==> src/rtl/uart_rx_frame.sv <==
// 16x-oversampled UART receiver with 2-of-3 majority bit sampling and framing checks.
// Define UART_RX_PARITY_EN to build the 8E1 variant with an even-parity check.
`timescale 1ns/1ps

module uart_rx_frame #(
    parameter int CLK_HZ = 50000000,
    parameter int BAUD   = 115200,
    parameter int DIV    = CLK_HZ / (BAUD * 16)
) (
    input  logic       clk,
    input  logic       rst_l,
    input  logic       rxd,
    output logic [7:0] rec_dataH,
    output logic       rec_readyH,
    output logic       frame_errH,
    output logic       par_errH,
    output logic       busyH
);

    localparam int TW = (DIV > 1) ? $clog2(DIV) : 1;

    typedef enum logic [2:0] {
        S_IDLE,
        S_START,
        S_DATA,
`ifdef UART_RX_PARITY_EN
        S_PARITY,
`endif
        S_STOP,
        S_WAIT_IDLE
    } state_t;

    state_t          r_state;
    state_t          w_state_nxt;
    logic            r_rxd_meta;
    logic            r_rxs;
    logic [TW-1:0]   r_tick_cnt;
    logic [3:0]      r_sc;
    logic            r_s7;
    logic            r_s8;
    logic [2:0]      r_bit_cnt;
    logic [7:0]      r_shift;
    logic [7:0]      r_data;
    logic            r_ready;
    logic            r_ferr;
    logic            w_tick;
    logic            w_mid;
    logic            w_bit_end;
    logic            w_maj;
    logic            w_sc_clr;
    logic            w_load;
    logic            w_ferr_nxt;
`ifdef UART_RX_PARITY_EN
    logic            r_par_bit;
    logic            r_perr;
    logic            w_perr_nxt;
`endif

    assign w_tick    = (r_tick_cnt == TW'(DIV - 1));
    assign w_mid     = w_tick && (r_sc == 4'd9);
    assign w_bit_end = w_tick && (r_sc == 4'd15);
    // r_s7/r_s8 hold the sc=7/8 samples; the live synchronized bit is the sc=9 sample.
    assign w_maj     = (r_s7 & r_s8) | (r_s7 & r_rxs) | (r_s8 & r_rxs);

    // NOTE: every sequential block uses non-blocking assignments so all flops
    // update from the same pre-edge values regardless of block ordering.
    always_ff @(posedge clk or negedge rst_l) begin
        if (!rst_l) begin
            r_rxd_meta <= 1'b1;
            r_rxs      <= 1'b1;
        end else begin
            r_rxd_meta <= rxd;
            r_rxs      <= r_rxd_meta;
        end
    end

    always_ff @(posedge clk or negedge rst_l) begin
        if (!rst_l) begin
            r_state <= S_IDLE;
        end else begin
            r_state <= w_state_nxt;
        end
    end

    // Tick and sample counters sit at zero in IDLE so a start edge begins a fresh bit phase.
    always_ff @(posedge clk or negedge rst_l) begin
        if (!rst_l) begin
            r_tick_cnt <= '0;
            r_sc       <= 4'd0;
            r_bit_cnt  <= 3'd0;
        end else begin
            if (r_state == S_IDLE || w_tick) begin
                r_tick_cnt <= '0;
            end else begin
                r_tick_cnt <= r_tick_cnt + TW'(1);
            end

            if (r_state == S_IDLE || w_sc_clr) begin
                r_sc <= 4'd0;
            end else if (w_tick) begin
                r_sc <= r_sc + 4'd1;
            end

            if (r_state == S_IDLE) begin
                r_bit_cnt <= 3'd0;
            end else if (r_state == S_DATA && w_bit_end) begin
                r_bit_cnt <= r_bit_cnt + 3'd1;
            end
        end
    end

    always_ff @(posedge clk or negedge rst_l) begin
        if (!rst_l) begin
            r_s7    <= 1'b1;
            r_s8    <= 1'b1;
            r_shift <= 8'h00;
        end else begin
            if (w_tick && r_sc == 4'd7) r_s7 <= r_rxs;
            if (w_tick && r_sc == 4'd8) r_s8 <= r_rxs;
            if (r_state == S_DATA && w_mid) r_shift <= {w_maj, r_shift[7:1]};
        end
    end

`ifdef UART_RX_PARITY_EN
    always_ff @(posedge clk or negedge rst_l) begin
        if (!rst_l) begin
            r_par_bit <= 1'b0;
            r_perr    <= 1'b0;
        end else begin
            if (r_state == S_PARITY && w_mid) r_par_bit <= w_maj;
            r_perr <= w_perr_nxt;
        end
    end
    assign par_errH = r_perr;
`else
    assign par_errH = 1'b0;
`endif

    always_ff @(posedge clk or negedge rst_l) begin
        if (!rst_l) begin
            r_data  <= 8'h00;
            r_ready <= 1'b0;
            r_ferr  <= 1'b0;
        end else begin
            if (w_load) r_data <= r_shift;
            r_ready <= w_load;
            r_ferr  <= w_ferr_nxt;
        end
    end

    // NOTE: every signal driven here gets a default first, so no path through
    // the case statement can leave one unassigned and infer a latch.
    always_comb begin
        w_state_nxt = r_state;
        w_sc_clr    = 1'b0;
        w_load      = 1'b0;
        w_ferr_nxt  = 1'b0;
`ifdef UART_RX_PARITY_EN
        w_perr_nxt  = 1'b0;
`endif
        case (r_state)
            S_IDLE: begin
                if (!r_rxs) w_state_nxt = S_START;
            end
            S_START: begin
                if (w_mid && w_maj) begin
                    w_state_nxt = S_IDLE;
                end else if (w_bit_end) begin
                    w_state_nxt = S_DATA;
                end
            end
            S_DATA: begin
                if (w_bit_end && r_bit_cnt == 3'd7) begin
`ifdef UART_RX_PARITY_EN
                    w_state_nxt = S_PARITY;
`else
                    w_state_nxt = S_STOP;
`endif
                end
            end
`ifdef UART_RX_PARITY_EN
            S_PARITY: begin
                if (w_bit_end) w_state_nxt = S_STOP;
            end
`endif
            // The stop decision is taken mid-bit so the next start edge can follow immediately.
            S_STOP: begin
                if (w_mid) begin
                    if (w_maj) begin
                        w_load      = 1'b1;
`ifdef UART_RX_PARITY_EN
                        w_perr_nxt  = ^{r_shift, r_par_bit};
`endif
                        w_state_nxt = S_IDLE;
                    end else begin
                        w_ferr_nxt  = 1'b1;
                        w_sc_clr    = 1'b1;
                        w_state_nxt = S_WAIT_IDLE;
                    end
                end
            end
            // sc counts consecutive high ticks here; any low sample restarts the count.
            S_WAIT_IDLE: begin
                if (!r_rxs) begin
                    w_sc_clr = 1'b1;
                end else if (w_bit_end) begin
                    w_state_nxt = S_IDLE;
                end
            end
            default: begin
                w_state_nxt = S_IDLE;
            end
        endcase
    end

    assign rec_dataH  = r_data;
    assign rec_readyH = r_ready;
    assign frame_errH = r_ferr;
    assign busyH      = (r_state != S_IDLE);

endmodule
==> config.mk <==
export PLATFORM = sky130hd
export DESIGN_NAME = uart_rx_frame
export DESIGN_NICKNAME = d
export VERILOG_FILES = /design/src/rtl/uart_rx_frame.sv
export SDC_FILE = /design/constraint.sdc
export NUM_CORES = 1
export LEC_CHECK = 0
export BUFFER_PORTS_ARGS = -buffer_cell sky130_fd_sc_hd__buf_2
export CAP_MARGIN = 20
export CORE_MARGIN = 2
export CORE_UTILIZATION = 49
export DETAILED_ROUTE_END_ITERATION = 12
export PLACE_DENSITY = 0.68
export SYNTH_ARGS = -nofsm -noshare
export SYNTH_HDL_FRONTEND = slang
export SYNTH_SLANG_ARGS = --single-unit
==> constraint.sdc <==
create_clock -name clk -period 3.7 [get_ports clk]
set_input_delay 0.555 -clock clk [delete_from_list [all_inputs] [get_ports clk]]
set_output_delay 0.555 -clock clk [all_outputs]
set_load 0.03 [all_outputs]
# After elaboration in Yosys (flattened, before gate mapping)
# Cells that the tools add are included.
[totals] register_bits=37 output_inout_bits=12 input_bits=3 wordCells=73
[op_classes] addsub=3 n_eq_ne=16 bitwise_logic=5 muxes=22 reduce_logical=15
[op_table] operator="$mux W3" n=10
[op_table] operator="$pmux W3 S5" n=1
[op_table] operator="$eq A4 B4 Y1 const B" n=3
[op_table] operator="$logic_and A1 B1 Y1" n=8
[op_table] operator="$mux W4" n=2
[op_table] operator="$ne A2 B2 Y1 const B" n=4
[op_table] operator="$mux W1" n=7
[op_table] operator="$eq A3 B2 Y1 const B" n=2
[op_table] operator="$eq A3 B3 Y1 const B" n=2
[op_table] operator="$reduce_and A6 Y1" n=1
[op_table] operator="$add A5 B1 Y5 const B" n=1
[op_table] operator="$eq A5 B5 Y1 const B" n=1
[op_table] operator="$mux W5" n=1
[op_table] operator="$add A4 B1 Y4 const B" n=1
[op_table] operator="$eq A4 B3 Y1 const B" n=1
[op_table] operator="$reduce_bool A2 Y1" n=2
[op_table] operator="$add A3 B1 Y3 const B" n=1
[op_table] operator="$and A1 B1 Y1" n=3
[op_table] operator="$eq A3 B1 Y1 const B" n=1
[op_table] operator="$logic_not A3 Y1" n=1
[op_table] operator="$ne A3 B3 Y1 const B" n=1
[op_table] operator="$reduce_bool A3 Y1" n=1
[op_table] operator="$logic_or A1 B1 Y1" n=2
[op_table] operator="$ne A2 B1 Y1 const B" n=1
[op_table] operator="other kinds (2)" n=3

# Longest topological paths before layout
[depth] ltp_word=8 mapped_depth=7 depth_no_buf=6

# Worst setup path before layout
# No wires, ideal clock.
[synth_timing] kind="flip-flop to flip-flop" start="register r_tick_cnt[0]" end="register r_data[0], in the netlist rec_dataH[0]" required_time_ps=3575 slack_ps=1962 path_buffers=1 setup_time_ps=125 synth_period_minus_slack_ps=1738 stages_incl_launch_ff=8 arrival_time_ps=1613 path_cell_list="dfrtp_1 inv_1 ha_1 and4b_2 nand4_2 or2_1 buf_6 mux2_4"
[synth_via] elab_chain_len=4
[synth_rtl] element="start, declared" line_no="37" source="logic [TW-1:0] r_tick_cnt;"
[synth_rtl] element="start signal, assigned" line_no="95" source="r_tick_cnt <= r_tick_cnt + TW'(1);"
[synth_rtl] element="$eq A5 B5 Y1" line_no="59" source="assign w_tick = (r_tick_cnt == TW'(DIV - 1));"
[synth_rtl] element="$logic_and A1 B1 Y1" line_no="60" source="assign w_mid = w_tick && (r_sc == 4'd9);"
[synth_rtl] element="$mux W1" line_no="188" source="if (w_mid) begin"
[synth_rtl] element="$mux W1" line_no="161" source="case (r_state)"
[synth_rtl] element="end signal, assigned" line_no="145" source="if (w_load) r_data <= r_shift;"
[synth_rtl] element="end, declared" line_no="43" source="logic [7:0] r_data;"
# No other way between the ends.
# A chain may end at the register's enable or synchronous reset.

# Worst setup path in the final report
[layout_timing] start="register r_tick_cnt[0]" end="register r_data[3], in the netlist rec_dataH[3]"
# Same word-level chain as after synthesis.

==> results.md <==
* Crit Path Class: flop to flop
* Fillcell total at 290
* GR met1 Demand/Resource at 23.1%
* Worst Setup EP: rec_dataH[3]$_DFFE_PN0P_
* Final nets at 167
* Status: completed
* Startpoint class of the critical path: flop
* First-pass GRT wire length at 5.20 mm
* Largest net degree at the start of global routing at 38
* Data required, critical path at 3.93 ns
* Clock sink count at 37
* DP HPWL at 2.02 mm
* Grt met3 use at 3.70%
* Main synth FF type: dfrtp_1
* Die Wd at 63.8 um
* Share of layout cells above drive strength 1 at 28.5%
* Worst Setup SP: r_tick_cnt[0]$_DFF_PN0_
* R2R setup slack at 1.56 ns
* Setup bufs post-CTS at 0
* Row cnt at 21
* Yosys cell types at 40
* Area delta synth->final at 7.42%
* ANT nets after route at 0
* Dpl ws at 1.57 ns
* Clk root buf: clkbuf_4
* Post-CTS Hold Buffers at 0
* Ranking of synthesized cells by area: dfrtp_1, mux2_4, dfstp_2
* Total CTS buffers at 5
* GRT Util Overall at 16.6%
* Vias at 1089
* Worst setup EP type: flop
* H-tree levels at 2
* Count of final hold-check violations at 0
* Clock tree buffer depth at 2
* Syn avg cell area at 12.2 um^2
* IO Count at 15
* Largest area contributor in the netlist: dfrtp_1
* Slowest CP cell: or2_1
* Worst-path fanout max at 11
* Worst path cell trace: inv_1, ha_1, and4b_2, nand4_2, or2_1, mux2_4
* WL per Instance at 13.9 um
* Core area at 0.00339 mm^2
* Multi-input logic area at 741 um^2
* CTS tree: yes
* Via count of the first global-routing pass at 1134
* Via density at 5.34
* Clk_skew at 0.0163 ns
* Worst slew pin tran at 0.805 ns
* Final min period at 2.14 ns
* Die H at 63.8 um
* First drt pass iteration count at 4
* Most frequent cells in the layout: dfrtp_1, buf_2, nor2_1, nand2_1
* Commonest non-fill, non-tap cell in the layout: dfrtp_1
* Synth warn at 0
* Mapped Nets at 154
* Final setup margin at 1.56 ns
* Max-slew violation count at 0
* Reg2reg start: r_tick_cnt[0]$_DFF_PN0_
* Achievable Freq at 468 MHz
* Register bit total from synthesis at 37
* Initial DRC Count at 55
* Worst-path clk slew at 0.11 ns
* Hold Crit Class: primary input to asynchronous set/reset pin
* Mapped Area at 0.00175 mm^2
* I/O Buffers at 13
* Setup TNS at 0 ns
* Met2 track demand over resource at 25.3%
* Yosys top cell area share at 47.1%
* GR Overflow Total at 0
* Leakage power at 0.977 nW
* DRC viols at 0
* Slew margin rel. at 46.3%
* Sequential fraction of the synthesis area at 53.1%
* RR Endpoint: rec_dataH[3]$_DFFE_PN0P_
* Worst-Skew Late Latency at 0.34 ns
* Final cycle utilization of the critical path at 57.8%
* CP max stage delay at 0.44 ns
* PD cells at 340 mW/mm^2
* GR peak layer: met2
* Fraction of registers with async set/reset at 100%
* R2R depth at 6
* Initial antenna violation count at 0
* N_diodes at 0
* RSZ-0062 raised after global routing: no
* Post-synth EDFFs at 0
* Setup Viol. Count Final at 0
* Max IR drop VDD at 274 uV
* Post-CTS resize count at 0
* Initial Util at 51.7%
* Routed wire length at 2.84 mm
* Worst EP arrival at 2.37 ns
* Max-cap check violation count at 0
* FF+latch area at 931 um^2
* Die Area at 0.00407 mm^2
* Final Wtd Congestion at 0.794
* Post-synthesis instance total at 144
-- per-stage QoR --
step / instance area (um^2) / power (mW) / std cells / hold WS (ns) / utilization (%)
floorplan: 1750 / 0.418 / 144 / 0.259 / -
global placement: 1820 / 0.425 / 196 / 0.348 / 53.7
detailed placement: 1820 / 0.426 / 196 / 0.350 / 53.7
CTS: 1880 / 0.648 / 204 / 0.295 / 55.6
global route: 1880 / 0.675 / 204 / 0.276 / 55.6
finish: 1880 / 0.641 / 204 / 0.298 / 55.6
-- registers in the layout, indices dropped and copies added, names as in the netlist --
register    cells
r_sc            4
frame_errH      1
r_bit_cnt       3
r_rxd_meta      1
r_state         3
r_rxs           1
r_shift         8
rec_readyH      1
r_tick_cnt      5
r_s8            1
rec_dataH       8
r_s7            1
-- cell usage after synthesis, types with 3 or more instances --
library cell,n
xor2_1,4
mux2_2,8
mux2_4,8
o21ai_0,4
nand2_1,12
buf_6,3
dfrtp_1,33
ha_1,7
nor2_1,12
nor3_1,3
dfstp_2,4
inv_1,7
a21oi_1,3
-- cell families (layout without fill, tap and decap cells) --
family                     count (synthesis)  in the layout  synth area share [%]
buffers and inverters                     14             28                  4.64
muxes                                     17             17                  12.6
other                                      1              1                 0.214
xor gates and xnor gates                   5              5                  2.50
and+or+nand+nor                           46             46                  15.1
adders and majority gates                  8              8                  5.57
DFF                                       37             37                  53.1
AOI/OAI and AO/OA                         16             16                  6.28
-- worst max-delay path, delay by kind of cell (launching register included) --
kind                     cells  cell delay (ns)
adder cells (fa/ha/maj)      1             0.15
buffers and inverters        1             0.07
flip-flops                   1             0.42
multiplexers                 1             0.37
AND/OR/NAND/NOR              3             1.01
-- metal layers --
layer,up-vias,share of wire [%]
met3,7,3.1
met4,0,1.6
met2,17,48
li1,520,-
met5,-,0
met1,545,47
-- worst min-delay path by stage --
| stage | startpoint | endpoint | slack [ns] | cells past startpoint |
|---|---|---|---|---|
| 2_1_floorplan | rst_l | frame_errH$_DFF_PN0_ | 0.26 | 0 |
| 3_3_place_gp | r_rxd_meta$_DFF_PN1_ | r_rxs$_DFF_PN1_ | 0.35 | 0 |
| 3_5_place_dp | r_rxd_meta$_DFF_PN1_ | r_rxs$_DFF_PN1_ | 0.35 | 0 |
| 4_1_cts | rxd | r_rxd_meta$_DFF_PN1_ | 0.29 | 1 |
| 5_1_grt | rxd | r_rxd_meta$_DFF_PN1_ | 0.28 | 1 |
| 6_report | rst_l | r_tick_cnt[4]$_DFF_PN0_ | 0.30 | 1 |
-- power by group --
group	internal [mW]	switching [mW]
clock	0.0931	0.130
sequential	0.406	0.000963
combinational	0.00113	0.00929
total	0.501	0.140
-- cell type report --
type / instances / share of cell area, %
tap: 46 / 3.06
inverter: 7 / 1.40
timing repair buffer: 13 / 3.46
clock buffer: 7 / 2.92
sequential: 37 / 49.4
multi-input combinational: 93 / 39.3
clock inverter: 1 / 0.399
No activity file was read; power rests on OpenSTA's default activity.
